**src/rtl/input_x_fetcher.sv**
```systemverilog
// Streams one sequence of LSTM input vectors out of a combinational-read ROM.
// The block loads NUM words per timestep and then holds the vector until the datapath accepts it.
module input_x_fetcher #(
    parameter int WIDTH          = 32,
    parameter int NUM            = 45,
    parameter int NUM_ITERATIONS = 8,
    parameter int NUM_SEQ        = 2,
    parameter int SEQ_W          = 1,
    parameter int T_W            = 3
) (
    input  logic                 clk,
    input  logic                 rst,
    input  logic                 start,
    input  logic [SEQ_W-1:0]     seq_sel,
    output logic [WIDTH-1:0]     mem_addr,
    input  logic [WIDTH-1:0]     mem_data,
    output logic [WIDTH*NUM-1:0] x_out,
    output logic                 x_valid,
    input  logic                 x_ready,
    output logic [T_W-1:0]       t_idx,
    output logic                 x_last,
    output logic                 busy,
    output logic                 done,
    output logic                 err
);
    localparam int IW = (NUM > 1) ? $clog2(NUM) : 1;
    localparam logic [IW-1:0]  I_LAST = IW'(NUM - 1);
    localparam logic [T_W-1:0] T_LAST = T_W'(NUM_ITERATIONS - 1);

    typedef enum logic [1:0] {IDLE, LOAD, PRESENT, DONE} state_t;

    state_t                   state, state_nx;
    logic [SEQ_W-1:0]         seq_q;
    logic [T_W-1:0]           t_q;
    logic [IW-1:0]            i_q;
    logic [NUM-1:0][WIDTH-1:0] xbuf;
    logic [WIDTH-1:0]         addr_q, addr_ld;
    logic                     err_q;
    logic                     seq_legal;

    assign seq_legal = (32'(seq_sel) < 32'(NUM_SEQ));
    assign addr_ld   = (WIDTH'(seq_q) * WIDTH'(NUM_ITERATIONS) + WIDTH'(t_q)) * WIDTH'(NUM)
                     + WIDTH'(i_q);

    always_comb begin
        state_nx = state;
        unique case (state)
            IDLE:    if (start && seq_legal) state_nx = LOAD;
            LOAD:    if (i_q == I_LAST) state_nx = PRESENT;
            PRESENT: if (x_ready) state_nx = (t_q == T_LAST) ? DONE : LOAD;
            DONE:    state_nx = IDLE;
            default: state_nx = IDLE;
        endcase
    end

    always_comb begin
        x_valid  = (state == PRESENT);
        x_last   = (state == PRESENT) && (t_q == T_LAST);
        busy     = (state == LOAD) || (state == PRESENT);
        done     = (state == DONE);
        err      = err_q;
        t_idx    = t_q;
        x_out    = xbuf;
        mem_addr = '0;
        // Address is live during LOAD; afterwards it holds the last word fetched.
        case (state)
            LOAD:          mem_addr = addr_ld;
            PRESENT, DONE: mem_addr = addr_q;
            default:       mem_addr = '0;
        endcase
    end

    always_ff @(posedge clk) begin
        if (rst) begin
            state  <= IDLE;
            seq_q  <= '0;
            t_q    <= '0;
            i_q    <= '0;
            xbuf   <= '0;
            addr_q <= '0;
            err_q  <= 1'b0;
        end else begin
            state <= state_nx;
            err_q <= (state == IDLE) && start && !seq_legal;
            case (state)
                IDLE: begin
                    if (start && seq_legal) begin
                        seq_q <= seq_sel;
                        t_q   <= '0;
                        i_q   <= '0;
                    end
                end
                LOAD: begin
                    xbuf[i_q] <= mem_data;
                    addr_q    <= addr_ld;
                    i_q       <= (i_q == I_LAST) ? '0 : i_q + IW'(1);
                end
                PRESENT: begin
                    if (x_ready && (t_q != T_LAST)) t_q <= t_q + T_W'(1);
                end
                DONE: t_q <= '0;
                default: ;
            endcase
        end
    end
endmodule
```
**config.mk**
```make
export PLATFORM = sky130hd
export DESIGN_NAME = input_x_fetcher
export DESIGN_NICKNAME = d
export VERILOG_FILES = /design/src/rtl/input_x_fetcher.sv
export SDC_FILE = /design/constraint.sdc
export NUM_CORES = 2
export LEC_CHECK = 0
export CAP_MARGIN = 15
export CORE_AREA = 2 2 598 600
export CTS_CLUSTER_DIAMETER = 60
export DETAILED_ROUTE_END_ITERATION = 16
export DIE_AREA = 0 0 600 602
export MAX_ROUTING_LAYER = met4
export PLACE_DENSITY = 0.33
export REMOVE_ABC_BUFFERS = 1
export SLEW_MARGIN = 20
export SYNTH_ARGS = -nofsm -noshare
export SYNTH_HDL_FRONTEND = slang
export SYNTH_SLANG_ARGS = --single-unit
```
**constraint.sdc**
```tcl
create_clock -name clk -period 7.8 [get_ports clk]
set_input_delay 1.56 -clock clk [delete_from_list [all_inputs] [get_ports clk]]
set_output_delay 1.56 -clock clk [all_outputs]
set_load 0.01 [all_outputs]
```
==> impl_metrics.py <==
metrics = {
    "status": {
        "outcome": "finished clean",
    },
    "logic_synthesis": {
        "avgSynthCellArea_um2": 7.73,
        "synth_top_cell_area_share": 0.561,
        "synthDistinctLibCells": 60,
        "ys_seq_area_frac": 0.561,
        "async_flop_share": 0,
        "synth_edf_count": 0,
        "synthCells": 6740,
        "yosys_warnings": 0,
        "synth_most_common_cell": "nand2_1",
        "syn_area_mm2": 0.0521,
        "dominantRegCellSynth": "dfxtp_1",
        "synth_common_cells": "nand2_1, dfxtp_1, a21oi_1, clkbuf_1, buf_2",
        "synth.area.top_cells": "dfxtp_1, nand2_1, a21oi_1, clkbuf_1, buf_2",
        "yosysTopAreaCell": "dfxtp_1",
        "ys_seq_elements": 1462,
    },
    "detailed_routing": {
        "ant_nets": 0,
        "vias_per_cell": 3.97,
        "routed_wl_um": 341000,
        "wl_per_cell_um": 26.4,
        "vias": 51187,
        "drt_first_iter_violations": 3801,
        "remaining_drc_errors": 0,
        "drt_first_pass_iters": 5,
    },
    "cts": {
        "htree_num_levels": 4,
        "clock-sinks": 1462,
        "cts_setup_buffers": 0,
        "insertion_delay_ns": 0.89,
        "clk_pin_slew_ns": 0.05,
        "cts_made_buffers": 210,
        "cts_buffer_depth": 4,
        "cts-root-buf": "clkbuf_16",
        "cts_tree": "built",
        "hold_buffers": 0,
        "ctsResizeCount": 0,
    },
    "flow_run": {
        "max_cap_viol_count": 0,
    },
    "timing": {
        "slew_headroom": 0.255,
        "skew_ns": 0.0590,
        "post-route-min-period_ns": 6.98,
        "grt_setup_unrepaired": "false",
        "final_hold_viol_count": 0,
        "holdWs_ns": 0.451,
        "final_max_slew_viol_count": 0,
        "final-setup-viol-count": 0,
        "fmax_ghz": 0.143,
        "setup_tns_ns": 0,
        "setup_ws_ns": 0.816,
        "tightest_slew_ns": 1.11,
        "period_share": 0.895,
    },
    "global_routing": {
        "grt_usage": 0.185,
        "grt_max_degree": 170,
        "grt_pass1_vias": 48057,
        "antenna_found_initial": 26,
        "overflow": 0,
        "grt_pass1_wl_um": 446000,
    },
    "pwr": {
        "total_power_mw": 18.7,
        "powerDensity_mw_per_mm2": 237,
        "power_leakage_nw": 24.8,
        "ir_drop_mv": 0.157,
    },
    "worst_setup_path": {
        "max_stage_delay_ns": 0.83,
        "path_cells": "inv_1 -> fa_1 -> inv_1 -> ha_1 -> fa_1 -> inv_1 -> fa_1 -> nor2b_1 -> o2111ai_1 -> and4_1 -> o31ai_1 -> clkdlybuf4s50_1",
        "worst-setup-path-type": "flop to output pin",
        "cp_slowest_cell": "clkdlybuf4s50_1",
        "cp.arrival_ns": 5.42,
        "required_ns": 6.24,
        "worstPathMaxFanout": 15,
        "critPathTopFamily": "adder cells",
        "cp-start-kind": "flop",
        "worst_setup_path_end_kind": "output pin",
        "cp.buffers_inverters": 4,
    },
    "final_layout": {
        "drive_gt1_frac": 0.0725,
        "seqCellArea_mm2": 0.0293,
        "multi_input_area_mm2": 0.0204,
        "syn_to_final_growth_pct": 51.5,
        "fin_nets": 8032,
        "n_fill_cell": 38846,
    },
    "floorplanning": {
        "die_x_um": 600,
        "rows": 219,
        "start_util": 0.147,
        "ios": 1517,
        "die_area_mm2": 0.361,
        "core_mm2": 0.355,
        "die_h_um": 602,
    },
    "placement": {
        "pre_cts_slack_ns": 1.72,
        "port_buffers": 1493,
        "hpwlAfterDp_um": 225000,
        "place.gp.congestion": 0.789,
    },
    "min_path": {
        "hp-class": "flop to flop",
    },
}
-- final timing paths --
check	startpoint	end	slack (ns)	cells past startpoint
hold / removal	x_out[309]	x_out[309]	0.45	2
hold reg to reg	x_out[309]	x_out[309]	0.45	2
setup reg to reg	i_q[3]	addr_q[8]	3.87	11
setup / recovery	i_q[3]	mem_addr[8]	0.82	12
-- worst reg2reg max path, cell delays in order (launching register included) --
cell,delay [ns]
dfxtp_1,0.66
inv_1,0.18
fa_1,0.52
inv_1,0.05
ha_1,0.30
fa_1,0.59
inv_1,0.07
fa_1,0.46
nor2b_1,0.20
o2111ai_1,0.21
and3_1,0.21
or3_1,0.36
-- area by class of cell --
cell class                 instances  area share
inverter                          34     0.00162
clock buffer                     294      0.0760
clock inverter                    92      0.0157
sequential                      1462       0.371
antenna                           15    0.000475
timing repair buffer            1625       0.203
multi-input combinational       4627       0.258
tap                             4751      0.0753
-- state kept, by name (all words and copies together), names as in the netlist --
| signal | cells |
|---|---|
| t_idx | 3 |
| state | 2 |
| i_q | 6 |
| seq_q | 1 |
| addr_q | 10 |
| x_out | 1440 |
-- power by group --
group / switching (mW) / leakage [nW] / internal, mW / total (mW)
clock: 3.96 / 3.48 / 6.06 / 10.0
sequential: 0.0427 / 11.8 / 7.53 / 7.57
combinational: 0.896 / 9.50 / 0.242 / 1.14
total: 4.89 / 24.8 / 13.8 / 18.7
-- through the flow --
| stage | instances | instance area [um^2] | utilization |
|---|---|---|---|
| floorplan | 6123 | 49400 | - |
| global placement | 12494 | 71600 | 0.202 |
| detailed placement | 12495 | 71600 | 0.202 |
| CTS | 12881 | 78800 | 0.222 |
| global route | 12886 | 78900 | 0.222 |
| finish | 12900 | 79000 | 0.223 |
-- logic make-up after synthesis --
kind of cell	count (synthesis)	synth area share
XOR/XNOR	7	0.00118
AO/OA/AOI/OAI	1493	0.145
other	1	0.0000719
adder cells (fa/ha/maj)	35	0.00926
flip-flops	1462	0.561
multiplexers	1	0.000216
AND/OR/NAND/NOR	3068	0.227
buffers and inverters	673	0.0555
-- routing by layer --
| metal | track usage | vias up | wire [um] |
|---|---|---|---|
| met5 | - | - | 0 |
| met4 | 0.0615 | 0 | 12200 |
| met3 | 0.0388 | 416 | 21000 |
| met2 | 0.325 | 1629 | 174000 |
| met1 | 0.206 | 25143 | 134000 |
| li1 | - | 23999 | - |
-- cell usage in the layout, fill, tap and decap left out, drive strengths merged, types with 29 or more instances in the layout --
master and instances:
buf 165, nand2 2952, nor2 55, ha 29
clkdlybuf4s50 1460, inv 46, a21oi 1459, clkinv 38
clkbuf 294, dfxtp 1462
(Power assumes the default switching activity.)
